$ cat src/rtl/sram_read_arbiter.sv
// Two-port read arbiter for the shared external-SRAM Avalon master. Port 0 is the sprite fetcher and port 1 is the background loader.
// Reads are pipelined, and an ID FIFO steers each return to the port that issued it.
module sram_read_arbiter #(
   parameter int MAX_PENDING  = 4,
   parameter int STARVE_LIMIT = 8,
   parameter int ADDR_W       = 32
) (
   input  logic              clk,
   input  logic              rst_n,
   input  logic              r0_read,
   input  logic [ADDR_W-1:0] r0_address,
   input  logic [3:0]        r0_byteenable,
   output logic              r0_waitrequest,
   output logic [31:0]       r0_readdata,
   output logic              r0_readdatavalid,
   input  logic              r1_read,
   input  logic [ADDR_W-1:0] r1_address,
   input  logic [3:0]        r1_byteenable,
   output logic              r1_waitrequest,
   output logic [31:0]       r1_readdata,
   output logic              r1_readdatavalid,
   input  logic              bg_urgent,
   output logic [ADDR_W-1:0] m_address,
   output logic              m_read,
   output logic [3:0]        m_byteenable,
   output logic              m_chipselect,
   input  logic              m_waitrequest,
   input  logic [31:0]       m_readdata,
   input  logic              m_readdatavalid,
   output logic              err_orphan
);

   localparam int PtrW    = (MAX_PENDING > 1) ? $clog2(MAX_PENDING) : 1;
   localparam int CntW    = PtrW + 1;
   localparam int StarveW = $clog2(STARVE_LIMIT + 1);
   localparam logic [CntW-1:0]    MaxPend   = CntW'(MAX_PENDING);
   localparam logic [CntW-1:0]    CntOne    = CntW'(1);
   localparam logic [PtrW:0]      PtrOne    = (PtrW + 1)'(1);
   localparam logic [StarveW-1:0] StarveMax = StarveW'(STARVE_LIMIT);
   localparam logic [StarveW-1:0] StarveOne = StarveW'(1);

   logic              mRead_q, mRead_d;
   logic [ADDR_W-1:0] mAddr_q, mAddr_d;
   logic [3:0]        mBe_q, mBe_d;
   logic              cmdId_q, cmdId_d;
   logic [CntW-1:0]   outCnt_q, outCnt_d;
   logic [StarveW-1:0] starve_q, starve_d;
   logic [PtrW:0]     wrPtr_q, wrPtr_d, rdPtr_q, rdPtr_d;
   logic              idMem_q [MAX_PENDING];
   logic              rv0_q, rv0_d, rv1_q, rv1_d;
   logic [31:0]       rdData_q, rdData_d;
   logic              orphan_q, orphan_d;

   logic free, canAccept, grantValid, grantId, accept;
   logic push, pop, fifoNonEmpty, headId;

   assign free         = !mRead_q | !m_waitrequest;
   assign canAccept    = free & (outCnt_q < MaxPend);
   assign fifoNonEmpty = (wrPtr_q != rdPtr_q);
   assign headId       = idMem_q[rdPtr_q[PtrW-1:0]];
   assign push         = mRead_q & !m_waitrequest;
   assign pop          = m_readdatavalid & fifoNonEmpty;
   assign accept       = canAccept & grantValid;

   // Port 1 wins when starved, when its FIFO is urgent, or when port 0 is idle.
   always_comb begin
      grantValid = 1'b0;
      grantId    = 1'b0;
      if (r1_read & ((starve_q == StarveMax) | bg_urgent | !r0_read)) begin
         grantValid = 1'b1;
         grantId    = 1'b1;
      end else if (r0_read) begin
         grantValid = 1'b1;
      end
   end

   always_comb begin
      mRead_d  = mRead_q;
      mAddr_d  = mAddr_q;
      mBe_d    = mBe_q;
      cmdId_d  = cmdId_q;
      if (accept) begin
         mRead_d = 1'b1;
         mAddr_d = grantId ? r1_address : r0_address;
         mBe_d   = grantId ? r1_byteenable : r0_byteenable;
         cmdId_d = grantId;
      end else if (free) begin
         mRead_d = 1'b0;
      end

      outCnt_d = outCnt_q;
      if (accept && !pop) begin
         outCnt_d = outCnt_q + CntOne;
      end else if (!accept && pop) begin
         outCnt_d = outCnt_q - CntOne;
      end

      starve_d = starve_q;
      if (!r1_read) begin
         starve_d = '0;
      end else if (accept && grantId) begin
         starve_d = '0;
      end else if (accept && (starve_q != StarveMax)) begin
         starve_d = starve_q + StarveOne;
      end

      wrPtr_d  = push ? wrPtr_q + PtrOne : wrPtr_q;
      rdPtr_d  = pop ? rdPtr_q + PtrOne : rdPtr_q;
      rv0_d    = pop & !headId;
      rv1_d    = pop & headId;
      rdData_d = m_readdatavalid ? m_readdata : rdData_q;
      orphan_d = orphan_q | (m_readdatavalid & !fifoNonEmpty);
   end

   always_ff @(posedge clk) begin
      if (!rst_n) begin
         mRead_q  <= 1'b0;
         mAddr_q  <= '0;
         mBe_q    <= '0;
         cmdId_q  <= 1'b0;
         outCnt_q <= '0;
         starve_q <= '0;
         wrPtr_q  <= '0;
         rdPtr_q  <= '0;
         rv0_q    <= 1'b0;
         rv1_q    <= 1'b0;
         rdData_q <= '0;
         orphan_q <= 1'b0;
      end else begin
         mRead_q  <= mRead_d;
         mAddr_q  <= mAddr_d;
         mBe_q    <= mBe_d;
         cmdId_q  <= cmdId_d;
         outCnt_q <= outCnt_d;
         starve_q <= starve_d;
         wrPtr_q  <= wrPtr_d;
         rdPtr_q  <= rdPtr_d;
         rv0_q    <= rv0_d;
         rv1_q    <= rv1_d;
         rdData_q <= rdData_d;
         orphan_q <= orphan_d;
      end
   end

   // Storage needs no reset; the pointers alone define which entries are live.
   always_ff @(posedge clk) begin
      if (rst_n && push) begin
         idMem_q[wrPtr_q[PtrW-1:0]] <= cmdId_q;
      end
   end

   assign r0_waitrequest   = !(r0_read & canAccept & grantValid & !grantId);
   assign r1_waitrequest   = !(r1_read & canAccept & grantValid & grantId);
   assign m_read           = mRead_q;
   assign m_chipselect     = mRead_q;
   assign m_address        = mAddr_q;
   assign m_byteenable     = mBe_q;
   assign r0_readdatavalid = rv0_q;
   assign r1_readdatavalid = rv1_q;
   assign r0_readdata      = rdData_q;
   assign r1_readdata      = rdData_q;
   assign err_orphan       = orphan_q;

endmodule

$ cat config.mk
export PLATFORM = sky130hd
export DESIGN_NAME = sram_read_arbiter
export DESIGN_NICKNAME = d
export VERILOG_FILES = /design/src/rtl/sram_read_arbiter.sv
export SDC_FILE = /design/constraint.sdc
export NUM_CORES = 1
export LEC_CHECK = 0
export BUFFER_PORTS_ARGS = -buffer_cell sky130_fd_sc_hd__buf_2
export CORE_MARGIN = 3
export CORE_UTILIZATION = 40
export CTS_CLUSTER_DIAMETER = 60
export DETAILED_ROUTE_END_ITERATION = 8
export GPL_ROUTABILITY_DRIVEN = 1
export PLACE_DENSITY_LB_ADDON = 0.08
export SYNTH_ARGS = -nofsm -noshare
export SYNTH_HDL_FRONTEND = slang
export SYNTH_SLANG_ARGS = --single-unit
$ cat constraint.sdc
create_clock -name clk -period 2.25 [get_ports clk]
set_input_delay 0.225 -clock clk [delete_from_list [all_inputs] [get_ports clk]]
set_output_delay 0.225 -clock clk [all_outputs]
set_load 0.1 [all_outputs]
==> results of run 1 <==
==> through the flow <==
stage / power (µW) / setup WS [ns] / cell area, µm² / hold WS [ns] / std cells
4_1_cts: 6980 / 0.0388 / 5880 / 0.115 / 799
3_5_place_dp: 5380 / -0.0248 / 5570 / 0.453 / 783
5_1_grt: 7230 / 0.0169 / 5890 / 0.122 / 799
2_1_floorplan: 4800 / 0.00352 / 4550 / 0.335 / 484
6_report: 6960 / 0.138 / 5890 / 0.121 / 799
3_3_place_gp: 5360 / 0.0491 / 5570 / 0.446 / 783
==> where the power goes <==
group / switching, µW / internal (µW) / total [µW]
clock network: 628 / 969 / 1600
registers: 176 / 1920 / 2100
logic: 2590 / 672 / 3260
==> kinds of logic (layout without fill, tap and decap cells) <==
| family | count (synthesis) | in the layout | synth area share |
|---|---|---|---|
| AND/OR/NAND/NOR | 80 | 80 | 0.0873 |
| buffers and inverters | 91 | 266 | 0.110 |
| flip-flops | 92 | 92 | 0.416 |
| XOR/XNOR | 7 | 7 | 0.0135 |
| multiplexers | 35 | 35 | 0.0801 |
| AO/OA/AOI/OAI | 170 | 170 | 0.267 |
| adder cells (fa/ha/maj) | 9 | 9 | 0.0265 |
==> worst register-to-register path, delay by kind of cell (launching register included) <==
family,cells,cell delay (ns)
AND/OR/NAND/NOR,1,0.30
flip-flops,1,0.34
buffers and inverters,1,0.05
adder cells (fa/ha/maj),2,0.57
AO/OA/AOI/OAI,2,0.44
XOR/XNOR,2,0.33
==> layer usage <==
metal	up-vias	share of wire	GRT usage	wire [µm]
met1	2086	0.42	0.250	5390
met4	0	0.010	0.0521	129
met3	12	0.081	0.0577	1050
met2	174	0.49	0.341	6380
met5	-	0	0	0
li1	2149	-	-	-
==> state kept, by name (all words and copies together) (netlist names), named ones only <==
name              count
outCnt_q              3
m_byteenable          4
m_address            32
idMem_q               4
r1_readdatavalid      1
r0_readdata          32
wrPtr_q               3
m_chipselect          1
r0_readdatavalid      1
starve_q              4
err_orphan            1
cmdId_q               1
rdPtr_q               3
==> layout by cell type (no fill, tap or decap), types with 3 or more instances in the layout <==
cell and instances:
clkbuf_16 9, and3_1 5, inv_1 8, nand4_1 6, buf_4 21, o31ai_1 3
ha_1 7, a211oi_1 4, o211ai_1 73, edfxtp_1 4, or4_1 3, o21ai_0 7
dfxtp_1 86, nor2_1 40, a311oi_1 37, nand3_1 5, buf_12 3, xor2_1 6
nand2_1 6, mux2i_1 34, buf_2 216, a21oi_1 39
==> area by class of cell <==
| cell class | instances | share of cell area |
|---|---|---|
| flip-flops and latches | 92 | 0.320 |
| well taps | 140 | 0.0297 |
| clock buffers | 11 | 0.0395 |
| repair buffers | 240 | 0.220 |
| clock inverters | 5 | 0.0129 |
| inverters | 10 | 0.00637 |
| multi-input cells | 301 | 0.371 |
==> worst min path at each step <==
stage	start	to	cells past startpoint	slack, ns
floorplan	r0_read	cmdId_q	1	0.33
global placement	err_orphan	err_orphan	1	0.45
detailed placement	err_orphan	err_orphan	1	0.45
CTS	m_readdata[10]	r0_readdata[10]	3	0.11
global route	m_readdata[2]	r0_readdata[2]	3	0.12
finish	m_readdata[10]	r0_readdata[10]	3	0.12
==> repair_timing <==
item / 4_1_cts / 5_1_grt
gates resized for setup: 1 / 4
hold endpoints to repair: 0 / 0
setup endpoints to repair: 1 / 2
hold buffers: 0 / 0
pin swaps: 0 / 3
==> metrics, run 1 <==
Core Footprint between 10000 and 15000 µm²; first-pass GRT wire length approximately 21 mm; initial antenna violation count 0; outcome finished, final reports clean; Layout area overhead 30.2%; final WL 13.0 mm; Via density 5.53; row count 38; drt wl/cell 16.2 µm; layout cells sized above 1 0.405; grt total ovfl 0; Synth top cells by count dfxtp_1 (88), o211ai_1 (73), nor2_1 (40); vias in the first global route 4304; CTS sink cnt slightly above 90; antenna viol nets, final 0; Starting Density 0.414; die extent in y about 110 µm; register bit total from synthesis 92; Antenna Cells 0; later-pin clock latency in the skew report about 0.34 ns; CP Launch Point rdPtr_q[0]; Multi-input gate area 2190 µm²; Final Slew Violations 0; fin crit share 0.939; CP max FO 5; CP top delay family adder cells; Post-Syn Instances around 480; largest cells by area after synthesis dfxtp_1 (39%), o211ai_1 (12%), mux2i_1 (7.5%); Boundary Pins roughly 220; via count 4421; critical path's most frequent cell xor2_1; Slew @ Worst Pin 0.561 ns; Max-Cap Viols 0; top_reg_cell synth dfxtp_1; Post-synth EDFFs 4; Initial DRC Count 258; Yosys cell types 42; DRT Pass-1 Iters 4; drt drc 0; fill cell count approximately 1000; Detailed Place HPWL between 8 and 9 mm; Slew headroom 0.626; Setup TNS Final 0 ns; IO buf count approximately 220; TritonCTS buffer count 9; Leak around 0.0027 µW; Arrival @ worst endpoint approximately 2.4 ns; Critical Path Start Type flip-flop; slowest CP cell dfxtp_2; endpoints failing hold 0; clock-pin slew on the worst setup and hold paths 0.06 ns; count leader, synth dfxtp_1; R2R Path Start rdPtr_q[0]; Synth async-reset ratio 0; Worst R2R Setup Slack roughly 0.14 ns; RePlAce Congestion between 0.8 and 0.9; clock buffer depth 2; Tmin final ~2.1 ns; Min-Delay Path Class in2reg; WS Path Type reg2reg; DIE WIDTH 112 µm; H-tree Lvls 3; largest net degree at the start of global routing between 50 and 60; clk_skew approximately 0.009 ns; Worst path max stage delay 0.34 ns; CP required between 2 and 3 ns; sequential share of the synthesized area 0.416; RSZ-0062 raised after global routing false; Syn. warnings 0; CP Cell Sequence xor2_1 -> o31ai_2 -> ha_2 -> inv_1 -> fa_2 -> xor2_1 -> or3_1 -> a21oi_1; fin nets 774; f_max 474 MHz; cell depth of the worst setup path 8; CTS root buf clkbuf_16; worst vdd ir ~0.6 mV; P per Cell Area about 1200 nW/µm²; setup bufs post-CTS 0; Synthesized Nets roughly 600; Worst Setup End Kind flip-flop; Worst R2R End outCnt_q[2]; Total GRT Usage 0.200; worst reg2reg path depth 8; CTS tree built; # setup viols final 0; die area approximately 13000 µm²; register area around 1900 µm²; Yosys top cell area share 0.389; Worst Path Buf+Inv 1; Final Util 0.539; area leader, netlist dfxtp_1; CP endpoint outCnt_q[2]; syn avg cell area about 9.4 µm²; Mapped Area 4530 µm²
Power figures use the tool's default switching activity.
==> run 2, diff against run 1 <==
--- a/config.mk
+++ b/config.mk
@@ -6,7 +6,6 @@
 export NUM_CORES = 1
 export LEC_CHECK = 0
 export BUFFER_PORTS_ARGS = -buffer_cell sky130_fd_sc_hd__buf_2
-export CORE_MARGIN = 3
 export CORE_UTILIZATION = 40
 export CTS_CLUSTER_DIAMETER = 60
 export DETAILED_ROUTE_END_ITERATION = 8
==> constraint.sdc (replaced) <==
create_clock -name clk -period 2.25 [get_ports clk]
set_input_delay 0.225 -clock clk [delete_from_list [all_inputs] [get_ports clk]]
set_output_delay 0.225 -clock clk [all_outputs]
set_load 0.005 [all_outputs]
==> metrics, run 2 (synthesized netlist as in run 1, its figures left out) <==
outcome finished, final reports clean; vias in the first global route 4159 (-3.4%); Layout area overhead 29.0%; # setup viols final 0 (unchanged); worst reg2reg path depth 8 (unchanged); P per Cell Area 849 nW/µm² (-28%); layout cells sized above 1 0.402 (-0.00303); fin nets 774 (unchanged); CTS Hold Buffers Added 0 (unchanged); WS Path Type reg2reg; clock-pin slew on the worst setup and hold paths 0.07 ns (about the same); Worst Path Buf+Inv 1 (unchanged); via count 4425 (+0.090%); Hold Path Origin m_readdata[2]; Leak 0.00272 µW (-0.53%); RSZ-0062 raised after global routing true; Total GRT Usage 0.210 (+0.00978); Via density 5.54 (about the same); CP endpoint outCnt_q[2]; CP required 2.52 ns (about the same); Detailed Place HPWL 8.19 mm (-7.5%); largest net degree at the start of global routing 44 (-15%); TritonCTS buffer count 9 (unchanged); Tmin final 2.18 ns (+0.0663 ns); CTS sink cnt 92 (unchanged); Max-Cap Viols 0 (unchanged); RePlAce Congestion 0.815 (-0.40%); Initial DRC Count 230 (-11%); Worst path max stage delay 0.37 ns (+0.03 ns); Arrival @ worst endpoint 2.45 ns (+0.06 ns); DIE WIDTH 108 µm (-3.6%); Antenna Cells 0 (unchanged); CP Launch Point rdPtr_q[2]; later-pin clock latency in the skew report 0.34 ns (about the same); slowest CP cell fa_1; setup bufs post-CTS 0 (unchanged); Starting Density 0.414 (unchanged); clk_skew 0.00973 ns (+0.000921 ns); Final Slew Violations 0 (unchanged); critical path's most frequent cell xor2_1; Core Footprint 10900 µm² (unchanged); CP max FO 4 (-1); Slew headroom 0.628 (+0.00243); CTS root buf clkbuf_16; most frequent cells in the layout buf_2 (217), dfxtp_1 (88), o211ai_1 (73), nor2_1 (40), a21oi_1 (39); endpoints failing hold 0 (unchanged); initial antenna violation count 0 (unchanged); Boundary Pins 218 (unchanged); Pwr Total 4960 µW (-29%); grt total ovfl 0 (unchanged); antenna viol nets, final 0 (unchanged); CP Cell Sequence xor2_1 -> o31ai_2 -> ha_2 -> inv_1 -> fa_1 -> xor2_1 -> or3_1 -> a21oi_1; CP top delay family adder cells; cell depth of the worst setup path 8 (unchanged); fin crit share 0.968 (+0.0295); fill cell count 1043 (+1.8%); Slew @ Worst Pin 0.558 ns (-0.00365 ns); DRT Pass-1 Iters 4 (unchanged); IO buf count 217 (unchanged); worst vdd ir 0.373 mV (-38%); CTS tree built; Worst Setup End Kind flip-flop; final WL 12.2 mm (-5.6%); clock buffer depth 2 (unchanged); R2R Path Start rdPtr_q[2]; Critical Path Start Type flip-flop; Worst R2R End outCnt_q[2]; most common cell after layout, fill and taps aside buf_2; H-tree Lvls 3 (unchanged); die extent in y 108 µm (-3.6%); drt wl/cell 15.3 µm (-5.6%); Post-CTS Resized 0 (-1); f_max 459 MHz (-3.0%); die area 11700 µm² (-7.0%); final hold slack 0.120 ns (-0.00106 ns); Min-Delay Path Class in2reg; first-pass GRT wire length 19.7 mm (-6.2%); Worst R2R Setup Slack 0.07 ns (-0.07 ns); row count 38 (unchanged); drt drc 0 (unchanged)
-- run 2: per-stage QoR --
stage                     instance area (µm²)  worst slack [ns]  instances  utilization  TNS, ns
after floorplan                          4530            0.0208        484            -        0
after global placement                   5530             0.105        783        0.506        0
after detailed placement                 5530            0.0439        783        0.506        0
after CTS                                5830           0.00778        799        0.533        0
after global routing                     5840           -0.0533        799        0.534  -0.0533
final                                    5840            0.0720        799        0.534        0
-- run 2: final cells by class --
| class | instances | area (µm²) | share of cell area |
|---|---|---|---|
| clock buffer | 10 | 229 | 0.0392 |
| tap | 140 | 175 | 0.0300 |
| multi-input combinational | 301 | 2180 | 0.373 |
| sequential | 92 | 1880 | 0.322 |
| inverter | 10 | 37.5 | 0.00643 |
| clock inverter | 6 | 70.1 | 0.0120 |
| timing repair buffer | 240 | 1270 | 0.218 |
-- run 2: power by group --
part | switching, µW | total, µW | leakage [µW] | internal (µW)
logic | 719 | 1350 | 0.00182 | 634
clock network | 659 | 1530 | 0.000144 | 873
registers | 158 | 2070 | 0.000764 | 1910
-- run 2: routing by layer --
metal  routed length (µm)  vias to the layer above  part of all wire  track usage
li1                     -                     2144                 -            -
met1                 5210                     2084              0.43        0.256
met2                 5930                      181              0.48        0.362
met3                  903                       16             0.074       0.0494
met4                  193                        0             0.016       0.0714
met5                    0                        -                 0            0
-- run 2: tightest hold or removal path, delay by kind of cell --
family                 cells  cell delay, ns
buffers and inverters      1            0.07
muxes                      1            0.05
and+or+nand+nor            1            0.07
-- run 2: how the worst min path moves through the flow --
stage	endpoint	depth (start not counted)	slack [ns]
after floorplan	cmdId_q	1	0.33
after global placement	r0_readdata[31]	3	0.46
after detailed placement	err_orphan	1	0.45
after CTS	r0_readdata[2]	3	0.12
after global routing	r0_readdata[4]	3	0.12
final	r0_readdata[2]	3	0.12
